$ cat config.mk
export PLATFORM = sky130hd
export DESIGN_NAME = core_run_ctrl
export DESIGN_NICKNAME = d
export VERILOG_FILES = /design/src/rtl/core_run_ctrl_pkg.sv /design/src/rtl/core_run_ctrl_pc_stall_wd.sv /design/src/rtl/core_run_ctrl.sv
export SDC_FILE = /design/constraint.sdc
export NUM_CORES = 1
export LEC_CHECK = 0
export CORE_MARGIN = 5
export CORE_UTILIZATION = 45
export CTS_CLUSTER_DIAMETER = 100
export DETAILED_ROUTE_END_ITERATION = 10
export HOLD_SLACK_MARGIN = 0.02
export PLACE_DENSITY = 0.72
export SLEW_MARGIN = 20
export SYNTH_ARGS = -nofsm -noshare
export SYNTH_HDL_FRONTEND = slang
export SYNTH_HIERARCHICAL = 1
export SYNTH_SLANG_ARGS = --single-unit
$ cat constraint.sdc
create_clock -name clk -period 2.58 [get_ports clk]
set_clock_uncertainty 0.15 [all_clocks]
set_input_delay 0.516 -clock clk [delete_from_list [all_inputs] [get_ports clk]]
set_output_delay 0.516 -clock clk [all_outputs]
set_load 0.01 [all_outputs]
$ cat src/rtl/core_run_ctrl_pkg.sv
// core_run_ctrl_pkg
// Shared definitions for the core run controller: the FSM state encoding and
// the halt_src code used when a run ends without a halt event (timeout/hang).
package core_run_ctrl_pkg;

    typedef enum logic [1:0] {
        ST_IDLE  = 2'd0,
        ST_RESET = 2'd1,
        ST_RUN   = 2'd2,
        ST_DONE  = 2'd3
    } run_state_e;

    // Width of the halt_src field: one extra bit so the all-ones "none" code
    // can never collide with a real channel index.
    function automatic int halt_src_w(input int n_halt);
        return $clog2(n_halt) + 1;
    endfunction

    // halt_src "none" code: all ones in a field of width w.
    function automatic logic [31:0] halt_none_code(input int w);
        return (32'd1 << w) - 32'd1;
    endfunction

endpackage

$ cat src/rtl/core_run_ctrl_pc_stall_wd.sv
// pc_stall_wd
// Hang detector for a core's committed PC stream. Counts consecutive valid
// samples carrying the same PC; stall is raised combinationally in the cycle
// whose valid sample makes the run of identical PCs reach STALL_LIMIT.
// Cycles with pc_valid=0 leave the history untouched.
// Ports:
//   clk, rst   - clock, synchronous active-high reset
//   clr        - synchronous clear of the sample history (held while not running)
//   pc_valid   - pc carries a committed PC this cycle
//   pc         - committed PC sample
//   stall      - the current sample completes a run of STALL_LIMIT identical PCs
module pc_stall_wd #(
    parameter int STALL_LIMIT = 16
) (
    input  logic        clk,
    input  logic        rst,
    input  logic        clr,
    input  logic        pc_valid,
    input  logic [31:0] pc,
    output logic        stall
);

    localparam int LW = $clog2(STALL_LIMIT + 1);
    localparam logic [LW-1:0] LIMIT = LW'(STALL_LIMIT);

    if (STALL_LIMIT < 1) begin : g_chk_limit
        $error("pc_stall_wd: STALL_LIMIT must be at least 1");
    end

    logic [31:0]   last_pc;
    logic          have_pc;
    logic [LW-1:0] run_len;
    logic [LW-1:0] next_len;

    // Run length including the current sample; saturates at LIMIT.
    always_comb begin
        if (have_pc && (pc == last_pc))
            next_len = (run_len == LIMIT) ? LIMIT : run_len + LW'(1);
        else
            next_len = LW'(1);
        stall = pc_valid && !clr && (next_len >= LIMIT);
    end

    always_ff @(posedge clk) begin
        if (rst || clr) begin
            have_pc <= 1'b0;
            last_pc <= '0;
            run_len <= '0;
        end else if (pc_valid) begin
            have_pc <= 1'b1;
            last_pc <= pc;
            run_len <= next_len;
        end
    end

endmodule

$ cat src/rtl/core_run_ctrl.sv
// core_run_ctrl
// Run controller for a core under test: on start it holds the core in reset
// for RST_CYCLES cycles, lets it run, and ends the run on the first of a halt
// event, a PC hang or a cycle-budget timeout. Status is sticky until the next
// start. All outputs are registered.
// Ports:
//   clk, rst     - clock, synchronous active-high reset
//   start        - run request pulse (honoured in IDLE and DONE only)
//   halt_i       - per-channel halt events from the core
//   pc_valid, pc - committed PC sample for hang detection
//   core_rst     - reset to the core under test (low only while running)
//   running      - core is in its run window
//   done         - run finished; pass/timeout/hang give the cause
//   cycle_cnt    - RUN cycles elapsed (0 on the first RUN cycle)
//   halt_src     - lowest halt channel that ended the run, all-ones otherwise
module core_run_ctrl
    import core_run_ctrl_pkg::*;
#(
    parameter int RST_CYCLES  = 3,
    parameter int MAX_CYCLES  = 1000,
    parameter int CNT_W       = 16,
    parameter int N_HALT      = 2,
    parameter     PASS_MASK   = 2'b01,
    parameter int STALL_LIMIT = 16
) (
    input  logic                      clk,
    input  logic                      rst,
    input  logic                      start,
    input  logic [N_HALT-1:0]         halt_i,
    input  logic                      pc_valid,
    input  logic [31:0]               pc,
    output logic                      core_rst,
    output logic                      running,
    output logic                      done,
    output logic                      pass,
    output logic                      timeout,
    output logic                      hang,
    output logic [CNT_W-1:0]          cycle_cnt,
    output logic [$clog2(N_HALT):0]   halt_src
);

    localparam int SRC_W = halt_src_w(N_HALT);
    localparam logic [SRC_W-1:0] SRC_NONE = SRC_W'(halt_none_code(SRC_W));
    localparam int RC_W = $clog2(RST_CYCLES) + 1;
    localparam logic [RC_W-1:0]  RC_LAST  = RC_W'(RST_CYCLES - 1);
    localparam logic [CNT_W-1:0] CNT_LAST = CNT_W'(MAX_CYCLES - 1);

    if (longint'(MAX_CYCLES) > (longint'(1) << CNT_W)) begin : g_chk_max
        $error("core_run_ctrl: MAX_CYCLES does not fit in cycle_cnt");
    end
    if (RST_CYCLES < 1) begin : g_chk_rst
        $error("core_run_ctrl: RST_CYCLES must be at least 1");
    end
    if ($bits(PASS_MASK) != N_HALT) begin : g_chk_mask
        $error("core_run_ctrl: PASS_MASK width must equal N_HALT");
    end

    run_state_e       state;
    logic [RC_W-1:0]  rst_cnt;
    logic             stall;
    logic             halt_any;
    logic [SRC_W-1:0] halt_idx;
    logic             halt_pass;

    // History only accumulates within a run, so every run starts fresh.
    pc_stall_wd #(
        .STALL_LIMIT (STALL_LIMIT)
    ) u_stall (
        .clk      (clk),
        .rst      (rst),
        .clr      (state != ST_RUN),
        .pc_valid (pc_valid),
        .pc       (pc),
        .stall    (stall)
    );

    // Lowest set channel wins: scan downward so the lowest index is written last.
    always_comb begin
        halt_any  = |halt_i;
        halt_idx  = '0;
        halt_pass = 1'b0;
        for (int i = N_HALT - 1; i >= 0; i--) begin
            if (halt_i[i]) begin
                halt_idx  = SRC_W'(i);
                halt_pass = PASS_MASK[i];
            end
        end
    end

    always_ff @(posedge clk) begin
        if (rst) begin
            state     <= ST_IDLE;
            rst_cnt   <= '0;
            core_rst  <= 1'b1;
            running   <= 1'b0;
            done      <= 1'b0;
            pass      <= 1'b0;
            timeout   <= 1'b0;
            hang      <= 1'b0;
            cycle_cnt <= '0;
            halt_src  <= '0;
        end else begin
            case (state)
                ST_IDLE, ST_DONE: begin
                    if (start) begin
                        state     <= ST_RESET;
                        rst_cnt   <= '0;
                        done      <= 1'b0;
                        pass      <= 1'b0;
                        timeout   <= 1'b0;
                        hang      <= 1'b0;
                        cycle_cnt <= '0;
                        halt_src  <= '0;
                    end
                end
                ST_RESET: begin
                    if (rst_cnt == RC_LAST) begin
                        state     <= ST_RUN;
                        core_rst  <= 1'b0;
                        running   <= 1'b1;
                        cycle_cnt <= '0;
                    end else begin
                        rst_cnt <= rst_cnt + RC_W'(1);
                    end
                end
                ST_RUN: begin
                    // Ending cycle keeps its count: cycle_cnt reports the
                    // index of the RUN cycle that saw the event.
                    if (halt_any || stall || (cycle_cnt == CNT_LAST)) begin
                        state    <= ST_DONE;
                        core_rst <= 1'b1;
                        running  <= 1'b0;
                        done     <= 1'b1;
                        if (halt_any) begin
                            pass     <= halt_pass;
                            halt_src <= halt_idx;
                        end else if (stall) begin
                            hang     <= 1'b1;
                            halt_src <= SRC_NONE;
                        end else begin
                            timeout  <= 1'b1;
                            halt_src <= SRC_NONE;
                        end
                    end else if (cycle_cnt != '1) begin
                        cycle_cnt <= cycle_cnt + CNT_W'(1);
                    end
                end
                default: state <= ST_IDLE;
            endcase
        end
    end

endmodule

==> results of run 1 <==
## state kept, by name, summed over array words and instances (netlist names)
| name | flops |
|---|---|
| u_stall/have_pc | 1 |
| halt_src | 2 |
| rst_cnt | 3 |
| u_stall/last_pc | 32 |
| cycle_cnt | 16 |
| running | 1 |
| state | 2 |
| timeout | 1 |
| pass | 1 |
| core_rst | 1 |
| u_stall/run_len | 5 |
| done | 1 |
| hang | 1 |
## layer usage
| metal | track usage [%] | up-vias | share of wire (%) |
|---|---|---|---|
| li1 | - | 1632 | - |
| met1 | 25.2 | 1591 | 45 |
| met2 | 30.1 | 134 | 48 |
| met3 | 3.44 | 20 | 5.8 |
| met4 | 7.98 | 0 | 1.7 |
| met5 | 0 | - | 0 |
## stage by stage
stage	worst slack [ns]	cell area [um^2]
3_5_place_dp	-0.667	4450
6_report	-0.0285	4890
3_3_place_gp	-0.670	4450
5_1_grt	-0.126	4890
2_1_floorplan	-0.0153	3610
4_1_cts	0.00114	4800
## tightest hold or removal path, cell delays in order
cell and delay, ns:
clkbuf_2 0.10, mux2i_1 0.07, nor2_1 0.08
## cell usage after synthesis (7+ instances only)
library cell,number
dfxtp_1,67
nor3_1,7
nand2_1,22
xnor2_1,29
ha_1,8
inv_1,12
or4_1,8
mux2i_1,33
a21oi_1,10
nor2_1,57
a31oi_1,10
nand3_1,20
nand4_1,17
## timing repair
item	4_1_cts	5_1_grt
cloned	0	0
setup endpoints to repair	22	19
pin swaps	33	23
hold endpoints to repair	0	0
buffers inserted	7	3
gates resized for setup	80	25
## cell usage in the layout, fill, tap and decap left out, types with 7 or more instances in the layout
| master | instances |
|---|---|
| ha_1 | 7 |
| xnor2_1 | 25 |
| mux2i_1 | 33 |
| a21oi_1 | 10 |
| clkbuf_8 | 9 |
| a31oi_1 | 9 |
| or4_1 | 8 |
| buf_4 | 41 |
| inv_1 | 11 |
| clkdlybuf4s15_1 | 16 |
| clkdlybuf4s50_1 | 28 |
| nor2_1 | 56 |
| nand2_1 | 22 |
| dfxtp_1 | 61 |
| nand4_1 | 17 |
| nand3_1 | 18 |
## logic make-up (layout without fill, tap and decap cells)
kind of cell	after synthesis	in the layout	synth area share, %
AO/OA/AOI/OAI	58	58	11.4
AND/OR/NAND/NOR	169	169	25.6
XOR/XNOR	33	33	8.07
buffers and inverters	31	133	5.13
flip-flops	67	67	37.4
adder cells (fa/ha/maj)	8	8	2.79
multiplexers	34	34	9.53
## where the power goes
part	internal [uW]	total, uW	switching [uW]
Clock	462	923	461
Sequential	1100	1150	48.1
Combinational	365	905	540
## cell type report
| class | instances | area share (%) |
|---|---|---|
| clock buffers | 9 | 2.54 |
| multi-input cells | 302 | 45.7 |
| inverters | 12 | 0.922 |
| repair buffers | 105 | 19.0 |
| flip-flops and latches | 67 | 27.6 |
| clock inverters | 7 | 1.66 |
| well taps | 102 | 2.61 |
## path summary, 6_finish.rpt
kind | end | depth (start not counted)
max | cycle_cnt[12]$_SDFFE_PP0P_ | 12
min | u_stall/last_pc[23]$_SDFFE_PP0P_ | 3
max reg2reg | cycle_cnt[12]$_SDFFE_PP0P_ | 11
min reg2reg | done$_SDFFE_PP0P_ | 1
==> results.md, run 1 <==
- Register area: 1350 um^2
- Filler Cells Inserted: 625
- Core Region: 7730 um^2
- Chip height: 99.2 um
- IO Port Bufs: 61
- Syn Std Cell Area: 3580 um^2
- Top-area cell type share of the netlist area: 37.4%
- Unrepaired setup endpoints after global routing: true
- Failing checks: negative setup slack
- Top cells by area, synth: dfxtp_1 37%, mux2i_1 9.2%, xnor2_1 7.1%
- Final core occ: 63.2%
- Root buf cell: clkbuf_8
- Area Growth Syn to Fin: 36.3%
- Area leader, netlist: dfxtp_1
- Hold Vio Cnt, Final: 0
- Critical Path Start: pc[25]
- Grt total ovfl: 0
- Post-CTS Hold Buffers: 0
- Final worst-path cycle share: 101%
- Maximum vdd ir drop: 0.463 mV
- R2r setup slk: -0.02 ns
- Cells after Synth: 400
- Worst path bufs/invs: 2
- Largest net degree at the start of global routing: 39
- Number of synthesized flops with an enable pin: 0
- Crit-path cells: clkdlybuf4s15_1 -> xnor2_2 -> nand4_1 -> nor4_4 -> nand3_2 -> nor3_4 -> or3_4 -> buf_6 -> nor4_4 -> nand3_1 -> or4_1 -> a31oi_1
- Critical Path End Type: flop
- Final Max Tran Viols: 0
- DIE AREA: 9850 um^2
- First-pass GRT wire length: 15200 um
- Worst Hold Slack: 0.295 ns
- GRT Overall Usage: 18.9%
- Overall Power: 2970 uW
- CTS Buf Count: 9
- Critical path data required time: 2.71 ns
- ANT cells: 0
- Synth Flop Type: dfxtp_1
- Register area share after synthesis: 37.4%
- DR pass1 iterations: 5
- CP most frequent cell: nor4_4
- Pwr Density: 609 nW/um^2
- Min Tclk post-route: 2.61 ns
- Slew HR: 62.0%
- Row cnt: 32
- # IOs: 62
- Crit-path max FO: 3
- Leak: 0.00186 uW
- Placed instance count: 578
- # clock sinks: 67
- Final setup fails: 2
- Highest cell delay on the worst timing path: 0.41 ns
- Fin cells: 604
- Vias: 3377
- Total wire length: 9460 um
- CTS Buffer Depth: 2
- Routability cong.: 0.906
- Post-synth net total: 446
- Worst-margin pin slew: 0.570 ns
- Hold path startpoint: pc[23]
- FF+latch count, synth: 67
- # nets final: 543
- Clk slew on worst S/H paths: 0.09 ns
- H-tree levels: 3
- Fmax: 383 MHz
- Setup CP Type: input pin to flop
- DP HPWL: 6470 um
- CP max-delay cell: or3_4
- Hold Path Class: input pin to flop
- DRC errors left: 0
- CP top delay family: simple AND/OR/NAND/NOR gates
- Async S/R FF share, synth: 0%
- Initial drt markers: 268
- Worst endpoint data arrival time: 2.73 ns
- Die X: 99.2 um
- Routed Antenna Nets: 0
- Yosys cell types: 61
- Setup TNS: -0.0418 ns
- Syn Area/Cell: 8.96 um^2
- Via density: 5.59
- CTS tree: yes
- Layout cell share with drive strength beyond 1: 22.7%
- Initial antenna violation count: 0
- DR WL/cell: 15.7 um
- Skew-Pair Late Insertion Delay: 0.35 ns
- Worst Setup Start Kind: input pin
- Status: finished with violations
- R2R Path Start: u_stall/run_len[0]$_SDFFE_PP0P_
- Max-cap viol count: 0
- Vias in the first global route: 3228
- Starting Density: 46.4%
- Area occupied by multi-input gates: 2230 um^2
- Synth warn: 6
- Post-layout worst setup margin: -0.0285 ns
Power figures use the tool's default switching activity.
==> inputs of run 2 (changes only) <==
Settings changed: CTS_BUF_LIST set to sky130_fd_sc_hd__clkbuf_4 sky130_fd_sc_hd__clkbuf_8, MAX_ROUTING_LAYER set to met4.
==> run 2 against run 1 <==
Net effect:
- the flow still finishes with violations (negative setup slack)
- critical path type unchanged
- register-to-register slack about the same
- die area unchanged
- via count decreased by 0.68%
==> results.md, run 2 (synthesis gave the netlist of run 1 again) <==
- Status: finished with violations
- Failing checks: negative setup slack
- Maximum vdd ir drop: 0.394 mV (-15%)
- Layout cell share with drive strength beyond 1: 23.9% (+1.1 points)
- H-tree levels: 3 (unchanged)
- GRT Overall Usage: 19.2% (+0.30 points)
- Final worst-path cycle share: 102% (+0.42 points)
- Worst endpoint data arrival time: 2.69 ns (-0.04 ns)
- Initial antenna violation count: 0 (unchanged)
- Overall Power: 3000 uW (+0.96%)
- Highest cell delay on the worst timing path: 0.35 ns (-0.06 ns)
- Slew HR: 60.9% (-1.1 points)
- CP max-delay cell: or3_4
- Worst-margin pin slew: 0.587 ns (+0.0162 ns)
- Via density: 5.54 (-0.85%)
- Row cnt: 32 (unchanged)
- Routability cong.: 0.917 (+1.3%)
- Leak: 0.00189 uW (+1.5%)
- First-pass GRT wire length: 15000 um (-1.5%)
- Chip height: 99.2 um (unchanged)
- # nets final: 544 (+0.18%)
- Worst Setup Start Kind: input pin
- Hold Path Class: input pin to flop
- Commonest non-fill, non-tap cell in the layout: dfxtp_1
- Largest net degree at the start of global routing: 39 (unchanged)
- CP most frequent cell: buf_6
- Starting Density: 46.4% (unchanged)
- Worst path bufs/invs: 5 (+3)
- Top reg by flops: u_stall/last_pc
- Max reg flops: 32 (unchanged)
- Critical Path End Type: flop
- # IOs: 62 (unchanged)
- CTS Buffer Depth: 2 (unchanged)
- Worst Hold Slack: 0.302 ns (+0.00758 ns)
- Crit-path max FO: 4 (+1)
- IO Port Bufs: 61 (unchanged)
- Commonest non-fill, non-tap cells in the layout: 60 x dfxtp_1, 54 x nor2_1, 38 x buf_4
- ANT cells: 0 (unchanged)
- Clk slew on worst S/H paths: 0.09 ns (about the same)
- Crit-path cells: clkdlybuf4s15_1 -> xnor2_2 -> nand4_1 -> nor4_4 -> nand3_2 -> nor3_4 -> or3_4 -> buf_6 -> buf_6 -> buf_6 -> buf_6 -> nor4_2 -> mux2i_1 -> a211oi_1
- Total wire length: 9660 um (+2.0%)
- Post-CTS Hold Buffers: 0 (unchanged)
- Min Tclk post-route: 2.62 ns (+0.0107 ns)
- DRC errors left: 0 (unchanged)
- Grt total ovfl: 0 (unchanged)
- CTS tree: yes
- CP top delay family: simple AND/OR/NAND/NOR gates
- Core Region: 7730 um^2 (unchanged)
- Post-layout worst setup margin: -0.0393 ns (-0.0107 ns)
- Die X: 99.2 um (unchanged)
- DP HPWL: 6630 um (+2.5%)
- Setup CP Type: input pin to flop
- Area Growth Syn to Fin: 37.1%
- DR WL/cell: 16.0 um (+1.9%)
- Critical path data required time: 2.66 ns (-0.05 ns)
- Unrepaired setup endpoints after global routing: true
- Biggest regs: u_stall/last_pc: 32 flops, cycle_cnt: 16 flops, u_stall/run_len: 5 flops
- Hold Vio Cnt, Final: 0 (unchanged)
- Fmax: 382 MHz (-0.41%)
- Initial drt markers: 161 (-40%)
- Max-cap viol count: 0 (unchanged)
- Root buf cell: clkbuf_8
- Routed Antenna Nets: 0 (unchanged)
- # clock sinks: 67 (unchanged)
- Skew-Pair Late Insertion Delay: 0.35 ns (about the same)
- CTS Buf Count: 9 (unchanged)
- Vias: 3354 (-0.68%)
- Final setup fails: 3 (+1)
- Placed instance count: 579 (+0.17%)
- DIE AREA: 9850 um^2 (unchanged)
- DR pass1 iterations: 4 (-1)
- Fin cells: 605 (+0.17%)
- Final Max Tran Viols: 0 (unchanged)
- Vias in the first global route: 3173 (-1.7%)
- Pwr Density: 611 nW/um^2 (+0.42%)
==> run 2: cell count changes in the layout (fill, tap and decap cells not counted), sizes merged <==
cell,before,now
clkinv,1,2
dlygate4sd2,6,11
clkdlybuf4s15,22,13
clkinvlp,1,0
clkbuf,13,17
buf,45,46
==> run 2: stage by stage <==
| step | utilization [%] | cell area (um^2) | TNS (ns) | setup slack [ns] |
|---|---|---|---|---|
| after global placement | 57.7 | 4460 | -12.18 | -0.638 |
| after floorplan | - | 3610 | -0.0424 | -0.0153 |
| after global routing | 63.6 | 4910 | -0.888 | -0.157 |
| final | 63.6 | 4910 | -0.101 | -0.0393 |
| after CTS | 61.2 | 4730 | 0 | 0.00208 |
| after detailed placement | 57.7 | 4460 | -12.78 | -0.651 |
==> run 2: what timing repair did <==
item                       CTS  global route
pin swaps                   24            15
setup buffers                5             5
gates resized for setup     46            64
setup endpoints to repair   22            20
==> run 2: layout make-up <==
type / instances / area [um^2]
multi-input combinational: 302 / 2270
timing repair buffer: 106 / 916
tap: 102 / 128
sequential: 67 / 1350
clock inverter: 7 / 81.3
clock buffer: 9 / 124
fill: 615 / 2820
inverter: 12 / 45.0
==> run 2: routing by layer <==
layer	up-vias	wire length [um]	global-route usage [%]	part of all wire [%]
li1	1643	-	-	-
met1	1575	4200	24.5	43
met3	16	567	3.79	5.9
met5	-	0	-	0
met2	120	4720	30.4	49
met4	0	164	6.72	1.7
==> run 2: final timing paths <==
check        slack [ns]                             from                                to  depth (start not counted)
max               -0.04                           pc[25]         cycle_cnt[6]$_SDFFE_PP0P_                         14
min                0.30                           pc[18]  u_stall/last_pc[18]$_SDFFE_PP0P_                          3
max reg2reg       -0.03  u_stall/run_len[0]$_SDFFE_PP0P_         cycle_cnt[6]$_SDFFE_PP0P_                         13
min reg2reg        0.32                done$_SDFFE_PP0P_                 done$_SDFFE_PP0P_                          1
==> run 2: where the power goes <==
part,switching [uW],leakage (uW),internal (uW),total [uW]
Sequential,49.1,0.000545,1100,1150
Clock,453,0.000107,463,916
Combinational,548,0.00123,390,939
Total,1050,0.00189,1950,3000
==> run 2: worst reg2reg max path, stage by stage (launching register included) <==
cell and delay (ns):
dfxtp_2 0.36, ha_4 0.15, nand3_4 0.08, and2_4 0.18, nor2_4 0.10, nor3_4 0.06
or3_4 0.35, buf_6 0.13, buf_6 0.11, buf_6 0.11, buf_6 0.11, nor4_2 0.31
mux2i_1 0.22, a211oi_1 0.06
==> inputs of run 3 (changes only) <==
--- a/constraint.sdc
+++ b/constraint.sdc
@@ -3,3 +3,3 @@
 set_input_delay 0.516 -clock clk [delete_from_list [all_inputs] [get_ports clk]]
 set_output_delay 0.516 -clock clk [all_outputs]
-set_load 0.01 [all_outputs]
+set_load 0.02 [all_outputs]
==> results of run 3 <==
The final DEF is identical to that of run 2. Status: finished with violations: negative setup slack.
Among the figures that moved: total power 3000 uW -> 3010 uW
